[config.mk]
export PLATFORM = sky130hd
export DESIGN_NAME = writeback
export DESIGN_NICKNAME = d
export VERILOG_FILES = /design/src/rtl/writeback.sv
export SDC_FILE = /design/constraint.sdc
export NUM_CORES = 1
export LEC_CHECK = 0
export BUFFER_PORTS_ARGS = -buffer_cell sky130_fd_sc_hd__clkbuf_2
export CORE_ASPECT_RATIO = 0.9
export CORE_MARGIN = 1.5
export CORE_UTILIZATION = 30
export DETAILED_ROUTE_END_ITERATION = 8
export PLACE_DENSITY = 0.55
export SLEW_MARGIN = 20
export SYNTH_ARGS = -nofsm -noshare
export SYNTH_HDL_FRONTEND = slang
export SYNTH_SLANG_ARGS = --single-unit
[constraint.sdc]
create_clock -name clk -period 2.4 [get_ports clk]
set_clock_uncertainty 0.05 [all_clocks]
set_input_delay 0.48 -clock clk [delete_from_list [all_inputs] [get_ports clk]]
set_output_delay 0.48 -clock clk [all_outputs]
set_load 0.1 [all_outputs]
[src/rtl/writeback.sv]
`default_nettype none
// ============================================================================
// Module   : writeback
// Purpose  : Pipeline writeback stage: ALU/load register writes, load data
//            extraction with timeout, retire counter. Optional bypass port
//            enabled by macro WB_FORWARD_EN.
// Revision : 1.0 - initial release
// ============================================================================
module writeback #(
  parameter int TIMEOUT_CYCLES = 64
) (
  input  logic        clk,
  input  logic        reset,
  input  logic [31:0] wb_result,
  input  logic        wb_mem_write,
  input  logic        wb_alu_to_reg,
  input  logic        wb_mem_to_reg,
  input  logic [4:0]  wb_dest_reg_sel,
  input  logic        wb_branch,
  input  logic [1:0]  wb_read_address,
  input  logic [2:0]  mem_alu_operation,
  input  logic [31:0] dmem_rdata,
  input  logic        dmem_rvalid,
  output logic        stall_read,
  output logic        rf_we,
  output logic [4:0]  rf_waddr,
  output logic [31:0] rf_wdata,
  output logic        load_misaligned,
  output logic        bus_error,
  output logic [31:0] instret,
  output logic        fwd_valid,
  output logic [4:0]  fwd_reg,
  output logic [31:0] fwd_data
);

  localparam int CNT_W = (TIMEOUT_CYCLES > 2) ? $clog2(TIMEOUT_CYCLES) : 1;
  localparam logic [CNT_W-1:0] C_CNT_LAST = CNT_W'(TIMEOUT_CYCLES - 1);

  typedef enum logic [0:0] {
    S_IDLE = 1'b0,
    S_WAIT = 1'b1
  } state_t;

  state_t             state_q, state_d;
  logic [CNT_W-1:0]   cnt_q, cnt_d;
  logic               rf_we_q, rf_we_d;
  logic [4:0]         rf_waddr_q, rf_waddr_d;
  logic [31:0]        rf_wdata_q, rf_wdata_d;
  logic               misal_q, misal_d;
  logic               bus_err_q, bus_err_d;
  logic [31:0]        instret_q, instret_d;

  logic        kill;
  logic        is_byte, is_half, is_word, sign_ext;
  logic        misal_cond, live_load;
  logic [7:0]  sel_byte;
  logic [15:0] sel_half;
  logic [31:0] load_data;
  logic        done_load, done_alu, done_store, abort, stall;
  logic        wr_any;
  logic [31:0] wr_data;

  always_comb begin
    kill     = wb_branch;
    is_byte  = (mem_alu_operation == 3'b000) || (mem_alu_operation == 3'b100);
    is_half  = (mem_alu_operation == 3'b001) || (mem_alu_operation == 3'b101);
    // Every other code, including the undefined ones, behaves as LW.
    is_word  = !is_byte && !is_half;
    sign_ext = !mem_alu_operation[2];

    misal_cond = wb_mem_to_reg && !kill &&
                 ((is_half && wb_read_address[0]) ||
                  (is_word && (wb_read_address != 2'b00)));
    live_load  = wb_mem_to_reg && !kill && !misal_cond;

    case (wb_read_address)
      2'd0:    sel_byte = dmem_rdata[7:0];
      2'd1:    sel_byte = dmem_rdata[15:8];
      2'd2:    sel_byte = dmem_rdata[23:16];
      default: sel_byte = dmem_rdata[31:24];
    endcase
    sel_half = wb_read_address[1] ? dmem_rdata[31:16] : dmem_rdata[15:0];

    if (is_byte)
      load_data = {{24{sign_ext & sel_byte[7]}}, sel_byte};
    else if (is_half)
      load_data = {{16{sign_ext & sel_half[15]}}, sel_half};
    else
      load_data = dmem_rdata;
  end

  always_comb begin
    state_d    = state_q;
    cnt_d      = cnt_q;
    done_load  = 1'b0;
    done_alu   = 1'b0;
    done_store = 1'b0;
    abort      = 1'b0;
    stall      = 1'b0;

    case (state_q)
      S_IDLE: begin
        if (live_load) begin
          if (dmem_rvalid) begin
            done_load = 1'b1;
          end else begin
            stall   = 1'b1;
            state_d = S_WAIT;
            cnt_d   = '0;
          end
        end else if (wb_alu_to_reg && !wb_mem_to_reg && !kill) begin
          done_alu = 1'b1;
        end else if (wb_mem_write && !wb_mem_to_reg && !kill) begin
          done_store = 1'b1;
        end
      end
      S_WAIT: begin
        if (!live_load) begin
          state_d = S_IDLE;
        end else if (dmem_rvalid) begin
          done_load = 1'b1;
          state_d   = S_IDLE;
        end else if (cnt_q == C_CNT_LAST) begin
          // Stall drops here so the aborted load drains instead of reissuing.
          abort   = 1'b1;
          state_d = S_IDLE;
        end else begin
          stall = 1'b1;
          cnt_d = cnt_q + CNT_W'(1);
        end
      end
      default: state_d = S_IDLE;
    endcase

    wr_any     = done_load || done_alu;
    wr_data    = done_load ? load_data : wb_result;
    rf_we_d    = wr_any && (wb_dest_reg_sel != 5'd0);
    rf_waddr_d = rf_we_d ? wb_dest_reg_sel : 5'd0;
    rf_wdata_d = rf_we_d ? wr_data : 32'd0;
    misal_d    = (state_q == S_IDLE) && misal_cond;
    bus_err_d  = abort;
    instret_d  = instret_q + {31'd0, (done_load || done_alu || done_store)};
  end

  always_ff @(posedge clk or negedge reset) begin
    if (!reset) begin
      state_q    <= S_IDLE;
      cnt_q      <= '0;
      rf_we_q    <= 1'b0;
      rf_waddr_q <= 5'd0;
      rf_wdata_q <= 32'd0;
      misal_q    <= 1'b0;
      bus_err_q  <= 1'b0;
      instret_q  <= 32'd0;
    end else begin
      state_q    <= state_d;
      cnt_q      <= cnt_d;
      rf_we_q    <= rf_we_d;
      rf_waddr_q <= rf_waddr_d;
      rf_wdata_q <= rf_wdata_d;
      misal_q    <= misal_d;
      bus_err_q  <= bus_err_d;
      instret_q  <= instret_d;
    end
  end

  assign stall_read      = stall && reset;
  assign rf_we           = rf_we_q;
  assign rf_waddr        = rf_waddr_q;
  assign rf_wdata        = rf_wdata_q;
  assign load_misaligned = misal_q;
  assign bus_error       = bus_err_q;
  assign instret         = instret_q;

`ifdef WB_FORWARD_EN
  assign fwd_valid = rf_we_d;
  assign fwd_reg   = rf_waddr_d;
  assign fwd_data  = rf_wdata_d;
`else
  assign fwd_valid = 1'b0;
  assign fwd_reg   = 5'd0;
  assign fwd_data  = 32'd0;
`endif

endmodule
`default_nettype wire

# After elaboration in Yosys (flattened, before gate mapping)
# Cells that the tools add are included.
[word_totals]
rom_bits = 0
latchBits = 0
reg_bits = 79
mem_bits_rw = 0
n_memories = 0
inputBits = 81
[op_classes]
magnitude_cmp = 0
div_mod_pow = 0
muxes = 32
bitwise_logic = 3
shift = 0
multipliers = 0
n_addsub = 2
n_reduce_logical = 29
eq_ne = 11
[ops]
columns = ["op", "n"]
rows = [
  ["2-to-1 mux 32 bit", 4],
  ["adder 32 x 1 -> 32 bit", 1],
  ["2-to-1 mux 6 bit", 5],
  ["case mux 8 bit (3 select lines)", 1],
  ["2-to-1 mux 1 bit", 18],
  ["2-to-1 mux 16 bit", 1],
  ["logical AND 1 bit", 13],
  ["case mux 6 bit (2 select lines)", 1],
  ["!= test 2 bit (second input constant)", 4],
  ["adder 6 x 1 -> 6 bit (second input constant)", 1],
  ["== test 3 bit (second input constant)", 2],
  ["== test 6 bit (second input constant)", 1],
  ["logical NOT 1 bit", 6],
  ["logical OR 1 bit", 5],
  ["2-to-1 mux 5 bit", 1],
  ["AND reduction 5 bit", 1],
  ["nonzero test 5 bit", 1],
  ["== test 3 x 1 -> 1 bit (second input constant)", 1],
  ["logical NOT 3 bit", 1],
  ["AND 1 bit", 2],
  ["== test 2 x 1 -> 1 bit (second input constant)", 1],
  ["== test 2 bit (second input constant)", 1],
  ["logical NOT 2 bit", 1],
  ["!= test 2 x 1 -> 1 bit (second input constant)", 1],
  ["3 further kinds", 3],
]

# Longest topological paths before layout
[logic_depth]
ltp_word = 14
mapped_depth = 11
depth_no_buf = 9

# Worst setup path after synthesis
# OpenSTA, ideal clock, no wires.
[synth_path]
kind = "input to register"
startpoint = "input port wb_read_address[0]"
endpoint = "register instret_q[23], in the netlist instret[23]"
required_ps = 2191
setup_ps = 159
setup_slack_ps = -647
arrival_ps = 2838
cell_stages = 10
cell_sequence = "buf_2 -> o21ai_0 -> nand3_1 -> clkbuf_1 -> nand2_1 -> ha_1 -> nand3_1 -> nor4_4 -> or4b_1 -> xnor2_1"
[synth_via]
elab_chain_cells = 11
word_cells_on_any_way = 15
classes_between = "1 x add/sub; 5 x mux; 9 x reduce/logical"
[synth_rtl]
columns = ["item", "line", "source"]
rows = [
  ["start, declared", "20", "input logic [1:0] wb_read_address,"],
  ["nonzero test 2 bit", "73", "(is_word && (wb_read_address != 2'b00)));"],
  ["logical AND 1 bit", "73", ""],
  ["logical OR 1 bit (*)", "72", "((is_half && wb_read_address[0]) ||"],
  ["logical AND 1 bit (*)", "71", "misal_cond = wb_mem_to_reg && !kill &&"],
  ["logical NOT 1 bit (*)", "74", "live_load = wb_mem_to_reg && !kill && !misal_cond;"],
  ["logical AND 1 bit (*)", "74", ""],
  ["2-to-1 mux 1 bit", "103", "if (live_load) begin"],
  ["2-to-1 mux 1 bit", "101", "case (state_q)"],
  ["logical OR 1 bit", "142", "instret_d = instret_q + {31'd0, (done_load || done_alu || done_store)};"],
  ["logical OR 1 bit (*)", "142", ""],
  ["adder 32 x 1 -> 32 bit (*)", "142", ""],
  ["via instret_d[23]", "51", "logic [31:0] instret_q, instret_d;"],
  ["end signal, assigned", "163", "instret_q <= instret_d;"],
  ["end, declared", "51", ""],
]
# The timed path passes the listed nets; every way through them passes the cells marked *.
# A chain may end at the register's enable or synchronous reset.

# Worst setup path after layout
[layout_path]
startpoint = "register cnt_q[0]"
endpoint = "output port stall_read"
[layout_via]
elab_chain_cells = 6
[layout_rtl]
columns = ["item", "line", "source"]
rows = [
  ["start, declared", "45", "logic [CNT_W-1:0] cnt_q, cnt_d;"],
  ["start signal, assigned", "157", "cnt_q <= cnt_d;"],
  ["== test 6 bit", "123", "end else if (cnt_q == C_CNT_LAST) begin"],
  ["2-to-1 mux 1 bit", "123", ""],
  ["2-to-1 mux 1 bit", "120", "end else if (dmem_rvalid) begin"],
  ["2-to-1 mux 1 bit", "118", "if (!live_load) begin"],
  ["case mux 1 bit (2 select lines)", "101", ""],
  ["logical AND 1 bit", "167", "assign stall_read = stall && reset;"],
  ["end, declared", "24", "output logic stall_read,"],
]
# Every way passes these cells.

==> run metrics <==
status=complete, no violations; Worst IR Drop VDD=~0.47 mV; Max clock buf depth=2; Peak Freq=0.4351 GHz; area of placed instances=~5400 sq um; layout cell share with drive strength beyond 1=0.3638; CTS tree=done; initial antenna violation count=0; Post-Synth XOR/XNOR Area=0.06078; Layout Cells excl Fill=slightly above 800; Core Region=~14,000 sq um; fin crit share=0.9577; Clk pin slew, worst setup/hold paths=0.06 ns; drt total wl=13.19 mm; Final WS setup=a little over 0.1 ns; Lkg Pwr=slightly below 3 nW; wl on met1=a little under 6 mm; Final ANT Viol Nets=0; critical path capture point type=output port; DP HPWL=10.34 mm; worst hold slack=0.1597 ns; worst setup path class=reg2out; CTS root buffer=clkbuf_16; I/O Buffers=between 150 and 200; worst-path maximum fanout=3; routability cong.=between 0.8 and 0.9; # clock sinks=79; diode count=0; # IOs=192; post-route cell area=5739 sq um; via count=3,933; RSZ-0062 raised after global routing=false; Met3 Wirelength=about 930 microns; worst slew pin tran=roughly 0.66 ns; max cap viols=0; GRT Total Usage=0.1735; # nets final=approximately 700; Placed Cells=800; synth-to-layout area growth=32.76%; final-report max-slew violation count=0; Die H=around 120 microns; die area=about 15,000 sq um; CP Data Arrival Time=between 1.5 and 2 ns; largest net degree at the start of global routing=48; Synth Cell Area=between 4000 and 5000 sq um; final hold viol count=0; FP Rows=~40; HP Class=in2async; met2 WL post-DR=between 6 and 7 mm; CP startpoint kind=flip-flop; Congestion Overflow GR=0; EDFF count, synth=0; Max Used Layer=met4; Pwr Density=roughly 730 nW/um^2; Unique masters post-synth=46; FF-to-FF path depth=11; ys flop type=dfrtp_1; Synth Area in Compound Gates=0.1592; initial core utilization=0.3075; WL/cell=about 16 microns; post-synthesis cell count=around 450; synthesized flop and latch total=79; first-pass GRT wire length=19.58 mm; DR vias/cell=slightly below 5; final setup violation count=0; simple logic cell fraction of the synthesized area=0.1777; drt drc=0; vias in the first global route=3,690; H-tree Lvls=3; Avg Inst Size Synth=a little under 10 sq um; multiplexer share of the synthesized area=0.03097; DIE WIDTH=about 130 microns; TritonCTS Buffers=9; Post-Synth Adder-Cell Area=0.008683; Pwr Total=around 4.2 mW; DRT iter0 DRCs=between 150 and 200; largest family of logic cells by synthesized area=simple AND/OR/NAND/NOR gates; WP data required=roughly 1.9 ns; max_slew headroom=0.5533; Seq/Total Area, Yosys=0.4573; min Tclk post-route=2.299 ns; Post-synth ARST share=1.000; clk_lat worst skew=roughly 0.34 ns; yosys warns=0; pre-CTS WS=-0.04710 ns; Pre-antenna DRT Iters=4
## layout make-up
class / count / area, sq um
clock inverter: 4 / 51.30
clock buffer: 12 / 256.5
sequential: 79 / 1991
fill: 1462 / 8317
inverter: 20 / 75.07
tap: 193 / 241.5
timing repair buffer: 182 / 1005
multi-input combinational: 327 / 2120
## where the power goes
part	switching [mW]	internal, mW	total (mW)
clock network	0.559	0.865	1.42
registers	0.0820	1.41	1.50
logic	1.05	0.221	1.27
## worst max-delay path: stages (launching register included)
cell and delay, ns:
dfrtp_1 0.37, ha_2 0.20, nand2_1 0.09, or3_4 0.40, and3_1 0.20, buf_12 0.17
## metal layers
layer  vias up  GRT usage
li1       1869          -
met1      1893     0.2310
met2       155     0.2730
met3        16    0.04682
met4         0    0.06222
met5         -          0
## cells in the final DEF (no fill, tap or decap), types with 2 or more instances in the layout
cell	instances
a21oi_1	36
nand3_4	3
nor3_1	4
and3_1	7
buf_4	29
nor3b_1	2
o32a_1	8
nand2_4	2
nor2_1	19
clkinv_1	2
xnor2_1	23
nand2_1	54
dfrtp_1	68
inv_1	18
or2_2	2
nor2b_1	6
o21ai_0	5
nand2b_1	3
and2_1	6
xor2_1	7
nand4_1	9
nor4_4	2
nand3b_1	7
a22o_1	2
o2111ai_1	24
clkbuf_16	9
clkbuf_2	151
nand3_1	13
o32ai_1	8
clkbuf_8	2
dfrtp_2	11
and4_1	2
mux2i_1	10
conb_1	38
o211ai_1	7
## path summary, 6_finish.rpt
kind                               endpoint  slack (ns)          from
worst max-delay path             stall_read        0.10      cnt_q[0]
worst min-delay path                  rf_we        0.16         reset
worst max register to register  instret[30]        0.19       state_q
worst min register to register  instret[31]        0.42   instret[31]
max in group asynchronous        instret[0]        1.63         reset
min in group clk                rf_wdata[9]        0.30  wb_result[9]
## kinds of logic after synthesis
logic type | count (synthesis)
xor gates and xnor gates | 30
DFF | 79
other | 1
muxes | 12
AOI/OAI and AO/OA | 97
buffers and inverters | 80
and+or+nand+nor | 147
adders and majority gates | 3
## flip-flops by register name (all words and copies together), names as in the netlist
signal and count:
bus_error 1, cnt_q 6, instret 32, load_misaligned 1, rf_waddr 5, rf_wdata 32
rf_we 1, state_q 1
## synthesized netlist by cell type (all sizes together), types with 8 or more instances
master | number | area share
clkbuf | 11 | 0.0096
nand2 | 56 | 0.049
nor2 | 19 | 0.016
dfrtp | 79 | 0.46
buf | 49 | 0.078
o2111ai | 24 | 0.049
nand4 | 9 | 0.013
nand3 | 16 | 0.021
xnor2 | 23 | 0.047
mux2i | 10 | 0.023
o32ai | 8 | 0.016
a21oi | 36 | 0.042
o32a | 8 | 0.019
inv | 18 | 0.016
## repair_timing
item                                   in CTS  in global routing
setup endpoints to repair                   0                  3
buffers inserted                            0                  1
gates resized for setup                     0                  4
endpoints found under the hold margin       0                  0
hold buffers                                0                  0
## stage by stage
step	utilization	TNS, ns
2_1_floorplan	-	-0.08262
4_1_cts	0.4066	0
3_5_place_dp	0.3847	-0.08367
5_1_grt	0.4083	0
3_3_place_gp	0.3847	0
6_report	0.4083	0
Note: power is estimated with default switching activity, not from simulation.
